==> config.mk <==
export PLATFORM = sky130hd
export DESIGN_NAME = cp0_regfile
export DESIGN_NICKNAME = d
export VERILOG_FILES = /design/src/rtl/cp0_regfile.sv
export SDC_FILE = /design/constraint.sdc
export NUM_CORES = 1
export LEC_CHECK = 0
export ABC_AREA = 1
export CAP_MARGIN = 5
export CORE_ASPECT_RATIO = 0.6
export CORE_MARGIN = 2
export CORE_UTILIZATION = 55
export DETAILED_ROUTE_END_ITERATION = 8
export HOLD_SLACK_MARGIN = 0.15
export PLACE_DENSITY_LB_ADDON = 0.05
export SLEW_MARGIN = 0
export SYNTH_ARGS = -nofsm -noshare
export SYNTH_HDL_FRONTEND = slang
export SYNTH_SLANG_ARGS = --single-unit
==> constraint.sdc <==
create_clock -name clk -period 11.2 [get_ports clk]
set_input_delay 2.24 -clock clk [delete_from_list [all_inputs] [get_ports clk]]
set_output_delay 2.24 -clock clk [all_outputs]
set_load 0.005 [all_outputs]
==> src/rtl/cp0_regfile.sv <==
// Coprocessor-0 register file: combinational mfc0 reads with WB bypass, WB-stage mtc0 commits,
// Count/Compare timer, exception/ERET state and interrupt-pending generation.
module cp0_regfile #(
  parameter logic [31:0] PRID_VALUE   = 32'h0001_8000,
  parameter logic [31:0] STATUS_RESET = 32'h0040_0000
) (
  input  logic        clk,
  input  logic        rst,
  input  logic [4:0]  read_addr,
  input  logic [2:0]  read_sel,
  output logic [31:0] read_data,
  input  logic        write_en,
  input  logic [4:0]  write_addr,
  input  logic [2:0]  write_sel,
  input  logic [31:0] write_data,
  input  logic [5:0]  int_in,
  input  logic        exc_valid,
  input  logic [4:0]  exc_code,
  input  logic [31:0] exc_pc,
  input  logic        exc_in_delay_slot,
  input  logic [31:0] exc_badvaddr,
  input  logic        eret,
  output logic [31:0] status,
  output logic [31:0] cause,
  output logic [31:0] epc,
  output logic        int_pending,
  output logic        timer_int
);

  localparam logic [4:0]  ADDR_BADVADDR = 5'd8;
  localparam logic [4:0]  ADDR_COUNT    = 5'd9;
  localparam logic [4:0]  ADDR_COMPARE  = 5'd11;
  localparam logic [4:0]  ADDR_STATUS   = 5'd12;
  localparam logic [4:0]  ADDR_CAUSE    = 5'd13;
  localparam logic [4:0]  ADDR_EPC      = 5'd14;
  localparam logic [4:0]  ADDR_PRID     = 5'd15;
  localparam logic [31:0] STATUS_MASK   = 32'h1040_FF03;  // CU0, BEV, IM, EXL, IE

  logic [31:0] badvaddr_q, count_q, compare_q, status_q, epc_q;
  logic        count_toggle_q;
  logic        cause_bd_q, cause_ti_q;
  logic [4:0]  cause_exc_code_q;
  logic [1:0]  cause_ip_sw_q;
  logic [5:0]  int_q;
  logic [31:0] cause_value, reg_value, write_value;

  // An exception commit swallows any mtc0 in the same cycle; ERET only swallows a Status write.
  logic write_ok, wr_count, wr_compare, wr_status, wr_cause, wr_epc;
  assign write_ok   = write_en && (write_sel == 3'd0) && !exc_valid;
  assign wr_count   = write_ok && (write_addr == ADDR_COUNT);
  assign wr_compare = write_ok && (write_addr == ADDR_COMPARE);
  assign wr_status  = write_ok && (write_addr == ADDR_STATUS) && !eret;
  assign wr_cause   = write_ok && (write_addr == ADDR_CAUSE);
  assign wr_epc     = write_ok && (write_addr == ADDR_EPC);

  // IP7 folds the timer in combinationally so clearing TI drops the request at once.
  assign cause_value = {cause_bd_q, cause_ti_q, 14'd0, int_q[5] | cause_ti_q, int_q[4:0],
                        cause_ip_sw_q, 1'b0, cause_exc_code_q, 2'b00};

  assign status      = status_q;
  assign cause       = cause_value;
  assign epc         = epc_q;
  assign timer_int   = cause_ti_q;
  assign int_pending = status_q[0] && !status_q[1] && |(status_q[15:8] & cause_value[15:8]);

  // NOTE: every variable assigned in always_comb gets a default first, or a latch is inferred.
  always_comb begin
    reg_value = 32'd0;
    if (read_sel == 3'd0) begin
      case (read_addr)
        ADDR_BADVADDR: reg_value = badvaddr_q;
        ADDR_COUNT:    reg_value = count_q;
        ADDR_COMPARE:  reg_value = compare_q;
        ADDR_STATUS:   reg_value = status_q;
        ADDR_CAUSE:    reg_value = cause_value;
        ADDR_EPC:      reg_value = epc_q;
        ADDR_PRID:     reg_value = PRID_VALUE;
        default:       reg_value = 32'd0;
      endcase
    end
  end

  // Post-write image of the register being written; read-only and unimplemented ones keep reg_value.
  always_comb begin
    write_value = reg_value;
    case (write_addr)
      ADDR_COUNT, ADDR_COMPARE, ADDR_EPC: write_value = write_data;
      ADDR_STATUS: write_value = write_data & STATUS_MASK;
      ADDR_CAUSE:  write_value = {cause_value[31:10], write_data[9:8], cause_value[7:0]};
      default:     write_value = reg_value;
    endcase
  end

  always_comb begin
    read_data = reg_value;
    if (write_en && !exc_valid && (write_sel == 3'd0) && (read_sel == 3'd0) &&
        (write_addr == read_addr))
      read_data = write_value;
  end

  // NOTE: sequential state uses non-blocking assignments so all registers update from pre-edge values.
  always_ff @(posedge clk or posedge rst) begin
    if (rst) begin
      count_q        <= 32'd0;
      count_toggle_q <= 1'b0;
      compare_q      <= 32'd0;
      cause_ti_q     <= 1'b0;
    end else begin
      if (wr_count) begin
        count_q        <= write_data;
        count_toggle_q <= 1'b0;
      end else begin
        count_toggle_q <= !count_toggle_q;
        if (count_toggle_q) count_q <= count_q + 32'd1;
      end
      if (wr_compare) begin
        compare_q  <= write_data;
        cause_ti_q <= 1'b0;
      end else if ((count_q == compare_q) && !wr_count) begin
        cause_ti_q <= 1'b1;
      end
    end
  end

  always_ff @(posedge clk or posedge rst) begin
    if (rst) begin
      status_q <= STATUS_RESET;
    end else if (exc_valid) begin
      status_q[1] <= 1'b1;
    end else if (eret) begin
      status_q[1] <= 1'b0;
    end else if (wr_status) begin
      status_q <= write_data & STATUS_MASK;
    end
  end

  always_ff @(posedge clk or posedge rst) begin
    if (rst) begin
      epc_q            <= 32'd0;
      badvaddr_q       <= 32'd0;
      cause_bd_q       <= 1'b0;
      cause_exc_code_q <= 5'd0;
      cause_ip_sw_q    <= 2'b00;
      int_q            <= 6'd0;
    end else begin
      int_q <= int_in;
      if (exc_valid) begin
        // A nested exception (EXL already set) must not overwrite the original return point.
        if (!status_q[1]) begin
          epc_q      <= exc_in_delay_slot ? exc_pc - 32'd4 : exc_pc;
          cause_bd_q <= exc_in_delay_slot;
        end
        cause_exc_code_q <= exc_code;
        if ((exc_code == 5'd4) || (exc_code == 5'd5)) badvaddr_q <= exc_badvaddr;
      end else begin
        if (wr_epc)   epc_q         <= write_data;
        if (wr_cause) cause_ip_sw_q <= write_data[9:8];
      end
    end
  end

endmodule

==> impl_metrics.tcl, run 1 <==
set metrics [dict create \
    die_height_um 113 \
    clock_path_buffers 2 \
    synth.area.top_cells "dfrtp_1 36%, nand2_1 17%, inv_1 7.7%" \
    post-route-period-util_pct 71.4 \
    endpoint "read_data[18]" \
    cp-end-kind "output port" \
    grt_pass1_wl_mm 62.4 \
    setup_violations 0 \
    crit_fanout 29 \
    ant_nets 0 \
    drt_iter0_markers 1682 \
    synth_cells 1628 \
    ys_seq_area_share_pct 36.1 \
    async_flop_share_pct 100 \
    leakagePower_uw 0.00638 \
    drc 0 \
    antennaDiodeCount 0 \
    fmax_mhz 125 \
    grt_overflow 0 \
    syn2layout_area_growth_pct 25.3 \
    cp-start-kind "input pin" \
    critPathArrivalTime_ns 5.76 \
    port_buffers 221 \
    synth_cell_types 43 \
    worstSetupStartpoint "read_addr[1]" \
    postCtsSetupRepairBufs 0 \
    power_uw 1720 \
    ys_ff_latch 156 \
    syn-cell-area_sq_mm 0.0108 \
    dp.cells 2052 \
    clkSlewWorstSetupHoldPaths_ns 0.07 \
    wl_per_cell_um 20.0 \
    maxCapViolations 0 \
    slew_headroom_pct 19.0 \
    synth_top_area_share_pct 35.9 \
    fin_setup_tns_ns 0 \
    fin_util_pct 70.9 \
    dr.pass1.iters 6 \
    fin_crit_ns 8.00 \
    irDropWorstVdd_mv 0.112 \
    ioPinCount 259 \
    cts_buffers 17 \
    nNetsFinal 1936 \
    vias 12128 \
    dp_hpwl_mm 32.3 \
    wl_mm 41.6 \
    grt_max_degree 80 \
    synth_edf_count 0 \
    yosysTopAreaCell "dfrtp_1" \
    num_rows 39 \
    die-area_sq_mm 0.0208 \
    clock_skew_ns 0.00931 \
    final_cells 2084 \
    yosys_warnings 0 \
    drive_gt1_share_pct 4.24 \
    ff2ff_path_depth 10 \
    htreeDepth 4 \
    ys.flop_type "dfrtp_1" \
    post_cts_hold_buffer_count 0 \
    hold_viol 0 \
    grt_pass1_vias 10961 \
    die_w_um 185 \
    yosys.cell_count.top_type "nand2_1" \
    r2r_slack_ns 9.02 \
    hp-class "flip-flop to flip-flop" \
    gp_congestion 1.04 \
    powerDensity_mw_per_mm2 127 \
    synth_common_cells "497 x nand2_1, 223 x inv_1, 155 x dfrtp_1" \
    clock_sinks 156 \
    antenna_found_initial 0 \
    rsz0062_at_grt "false" \
    reg2reg_from "count_q[0]$_DFFE_PP0N_" \
    worstSkewPairLatency_ns 0.44 \
    postCtsResizedCells 0 \
    nFillCells 1605 \
    avgSynthCellArea_sq_um 6.64 \
    status "complete, no violations" \
    worstMarginPinSlew_ns 1.20 \
    vias_per_cell 5.82 \
    drv_slew 0 \
    grt_usage_pct 40.0 \
    initial_core_util_pct 56.6 \
    cts_tree "yes" \
    cp.required_ns 8.96 \
    path_class "input pin to output port" \
    ctsRootBufferMaster "clkbuf_16" \
    core_area_sq_mm 0.0191 \
    reg2reg_to "count_q[26]$_DFFE_PP0N_" \
]
==> metrics by stage <==
step	cell area [sq um]	hold slack (ns)	setup WS, ns
after floorplan	11000	0.459	4.76
after global placement	12900	0.474	3.46
after detailed placement	12900	0.480	3.41
after CTS	13600	0.500	3.33
after global routing	13600	0.524	3.11
final	13600	0.495	3.20
==> flip-flops by register name (all words and copies together) (netlist names) <==
register / count
compare_q: 32
timer_int: 1
epc: 32
count_q: 32
cause_exc_code_q: 5
cause_ip_sw_q: 2
badvaddr_q: 32
count_toggle_q: 1
cause_bd_q: 1
int_q: 6
status: 12
==> cell families (layout without fill, tap and decap cells) <==
group	Yosys count	after routing	share of synthesized area, %
AOI/OAI and AO/OA	274	274	14.2
xor gates and xnor gates	50	50	4.05
adders and majority gates	2	2	0.231
buffers and inverters	338	492	14.0
DFF	156	156	36.1
other	1	37	0.0347
and+or+nand+nor	807	807	31.4
==> critical path, cell delays in order <==
cell	delay [ns]
clkdlybuf4s50_1	0.58
inv_1	0.29
nand3_2	0.18
inv_2	0.43
a21oi_1	0.14
a21oi_4	0.70
nand2_2	0.26
o21ai_0	0.36
clkdlybuf4s50_1	0.57
==> cell usage in the layout, fill, tap and decap left out, types with 21 or more instances in the layout <==
master and instances:
nand4_1 21, xor2_1 21, o21ai_0 111, o21ai_1 32, nand3_1 100, nand2_1 497, inv_1 222, xnor2_1 29
clkdlybuf4s50_1 221, o22ai_1 45, dfrtp_1 155, a21oi_1 52, conb_1 37, nor2_1 139
==> how the worst min path moves through the flow <==
stage                                    start                          to  slack (ns)  cells after the start
CTS                 badvaddr_q[20]$_DFFE_PP0P_  badvaddr_q[20]$_DFFE_PP0P_        0.50                      2
detailed placement  badvaddr_q[23]$_DFFE_PP0P_  badvaddr_q[23]$_DFFE_PP0P_        0.48                      2
global placement    badvaddr_q[23]$_DFFE_PP0P_  badvaddr_q[23]$_DFFE_PP0P_        0.47                      2
finish              badvaddr_q[20]$_DFFE_PP0P_  badvaddr_q[20]$_DFFE_PP0P_        0.50                      2
floorplan           badvaddr_q[14]$_DFFE_PP0P_  badvaddr_q[14]$_DFFE_PP0P_        0.46                      2
global route        badvaddr_q[28]$_DFFE_PP0P_  badvaddr_q[28]$_DFFE_PP0P_        0.52                      2
==> per-layer routing <==
metal  global-route usage (%)  up-vias  part of all wire, %  wire (um)
met3                     13.5       91                   15       6100
li1                         -     5456                    -          -
met5                        0        -                    0          0
met4                     11.8        0                  2.8       1160
met2                     57.9      926                   41      17200
met1                     56.7     5655                   41      17100
==> cell type report <==
class | instances | area [sq um] | area share [%]
Multi-Input combinational cell | 1170 | 5530 | 40.8
Sequential cell | 156 | 3910 | 28.8
Timing Repair Buffer | 227 | 2260 | 16.7
Inverter | 233 | 880 | 6.49
Clock buffer | 17 | 425 | 3.14
Tap cell | 266 | 333 | 2.46
Clock inverter | 15 | 223 | 1.64
==> report_power, final <==
part,switching [uW],internal [uW]
registers,81.8,632
clock network,274,382
logic,191,164
total,546,1180
No activity file was read; power rests on OpenSTA's default activity.
==> inputs of run 2 (changes only) <==
--- a/config.mk
+++ b/config.mk
@@ -9,7 +9,7 @@
 export CAP_MARGIN = 5
 export CORE_ASPECT_RATIO = 0.6
 export CORE_MARGIN = 2
-export CORE_UTILIZATION = 55
+export CORE_UTILIZATION = 46
 export DETAILED_ROUTE_END_ITERATION = 8
 export HOLD_SLACK_MARGIN = 0.15
 export PLACE_DENSITY_LB_ADDON = 0.05
==> constraint.sdc (replaced) <==
create_clock -name clk -period 7.07 [get_ports clk]
set_input_delay 1.414 -clock clk [delete_from_list [all_inputs] [get_ports clk]]
set_output_delay 1.414 -clock clk [all_outputs]
set_load 0.005 [all_outputs]
==> run 2 against run 1 <==
Compared with the run above:
- final area up 0.43%
- sequential share of layout area down 0.12 points
- power is 54% higher
- sequential power rose by 57%
- clock-buffer cell count grew 1
- utilization is 12 points lower
- non-clock buffer count rose by 6
==> impl_metrics.tcl, run 2 (same netlist as run 1, synthesis figures left out) <==
set metrics [dict create \
    hp-class "flip-flop to flip-flop" \
    gp_congestion 1.00 \
    wl_mm 45.3 \
    dp_hpwl_mm 35.8 \
    grt_usage_pct 37.0 \
    port_buffers 221 \
    ff2ff_path_depth 9 \
    fin_setup_tns_ns 0 \
    ff_latch_area_sq_mm 0.00391 \
    post-route-period-util_pct 84.6 \
    ant_nets 0 \
    worstHoldPathCells 2 \
    post_cts_hold_buffer_count 0 \
    final_cell_mix "497 x nand2_1, 222 x inv_1, 221 x clkdlybuf4s50_1, 155 x dfrtp_1, 139 x nor2_1" \
    nFillCells 2242 \
    initial_core_util_pct 46.9 \
    worstMarginPinSlew_ns 1.07 \
    rsz0062_at_grt "false" \
    postCtsResizedCells 0 \
    fin_ws_ns 1.09 \
    worstSkewPairLatency_ns 0.46 \
    r2r_slack_ns 4.87 \
    drv_slew 0 \
    cp-start-kind "input pin" \
    ctsRootBufferMaster "clkbuf_16" \
    critPathArrivalTime_ns 4.57 \
    clkSlewWorstSetupHoldPaths_ns 0.06 \
    path_class "input pin to output port" \
    clock_skew_ns 0.00903 \
    drive_gt1_share_pct 4.55 \
    vias_per_cell 5.52 \
    fin_util_pct 59.0 \
    critPathMaxStageDelay_ns 0.57 \
    ioPinCount 259 \
    status "complete, no violations" \
    postCtsSetupRepairBufs 0 \
    crit_chain "clkdlybuf4s50_1, inv_1, nand3_2, inv_2, a21oi_1, a21oi_4, buf_4, nand3_1, nand2_1, clkdlybuf4s50_1" \
    die_w_um 202 \
    dp.cells 2107 \
    holdPathEnd "badvaddr_q[27]$_DFFE_PP0P_" \
    cp-end-kind "output port" \
    slew_headroom_pct 28.8 \
    fmax_mhz 167 \
    design_area_sq_mm 0.0136 \
    cp.required_ns 5.66 \
    grt_pass1_vias 10977 \
    reg2reg_from "count_q[0]$_DFFE_PP0N_" \
    hold_viol 0 \
    leakagePower_uw 0.00638 \
    grt_overflow 0 \
    cts_tree "yes" \
    reg2reg_to "count_q[24]$_DFFE_PP0N_" \
    crit_fanout 29 \
    crit_slowest_cell "clkdlybuf4s50_1" \
    clock_sinks 156 \
    setup_violations 0 \
    num_rows 43 \
    antenna_found_initial 1 \
    dr.pass1.iters 6 \
    cts_buffers 17 \
    multi_input_area_sq_mm 0.00553 \
    syn2layout_area_growth_pct 25.8 \
    htreeDepth 4 \
    die-area_sq_mm 0.0248 \
    clock_path_buffers 2 \
    drt_iter0_markers 1325 \
    fin_crit_ns 5.98 \
    final_cells 2139 \
    nNetsFinal 1942 \
    wl_per_cell_um 21.2 \
    path_common_cell "clkdlybuf4s50_1" \
    antennaDiodeCount 0 \
    vias 11805 \
    grt_pass1_wl_mm 67.7 \
    die_height_um 123 \
    maxCapViolations 0 \
    placed_area_sq_mm 0.0130 \
    grt_max_degree 80 \
    core_area_sq_mm 0.0231 \
    drc 0 \
    irDropWorstVdd_mv 0.157 \
    powerDensity_mw_per_mm2 195 \
    dp_slack_ns 1.17 \
    layout_commonest_cell "nand2_1" \
    hold_start "badvaddr_q[27]$_DFFE_PP0P_" \
]
[run 2: area by class of cell]
class                      instances  share of cell area [%]
sequential                       156                    28.7
timing repair buffer             233                    16.9
inverter                         233                    6.46
multi-input combinational       1170                    40.6
clock inverter                    14                    1.19
clock buffer                      18                    3.23
tap                              315                    2.90
[run 2: how the worst max path moves through the flow]
stage	endpoint	start	depth (start not counted)
global placement	read_data[7]	read_addr[1]	10
global route	read_data[7]	read_addr[1]	10
floorplan	badvaddr_q[0]$_DFFE_PP0P_	rst	1
finish	read_data[7]	read_addr[1]	10
detailed placement	read_data[7]	read_addr[3]	11
CTS	read_data[7]	read_addr[3]	11
[run 2: metal layers]
metal | share of wire (%) | up-vias | global-route usage, % | routed length, um
met1 | 44 | 5543 | 54.0 | 20100
met5 | 0.031 | - | 0 | 14
met3 | 13 | 79 | 11.3 | 5720
met2 | 41 | 711 | 52.4 | 18400
met4 | 2.4 | 2 | 10.1 | 1090
li1 | - | 5470 | - | -
[run 2: worst max-delay path, delay by kind of cell]
kind / cells / cell delay (ns)
and+or+nand+nor: 3 / 0.45
AOI/OAI and AO/OA: 2 / 0.58
buffers and inverters: 5 / 2.11
[run 2: report_power, final]
part	total (uW)	switching [uW]	internal (uW)
Sequential	1120	119	1000
Clock	963	427	536
Combinational	569	309	260
Total	2650	856	1800
[run 2: per-stage QoR]
step           hold WS, ns  total power [uW]
2_1_floorplan        0.459              1400
3_3_place_gp         0.474              1680
3_5_place_dp         0.482              1690
4_1_cts              0.498              2650
5_1_grt              0.518              2760
6_report             0.495              2650
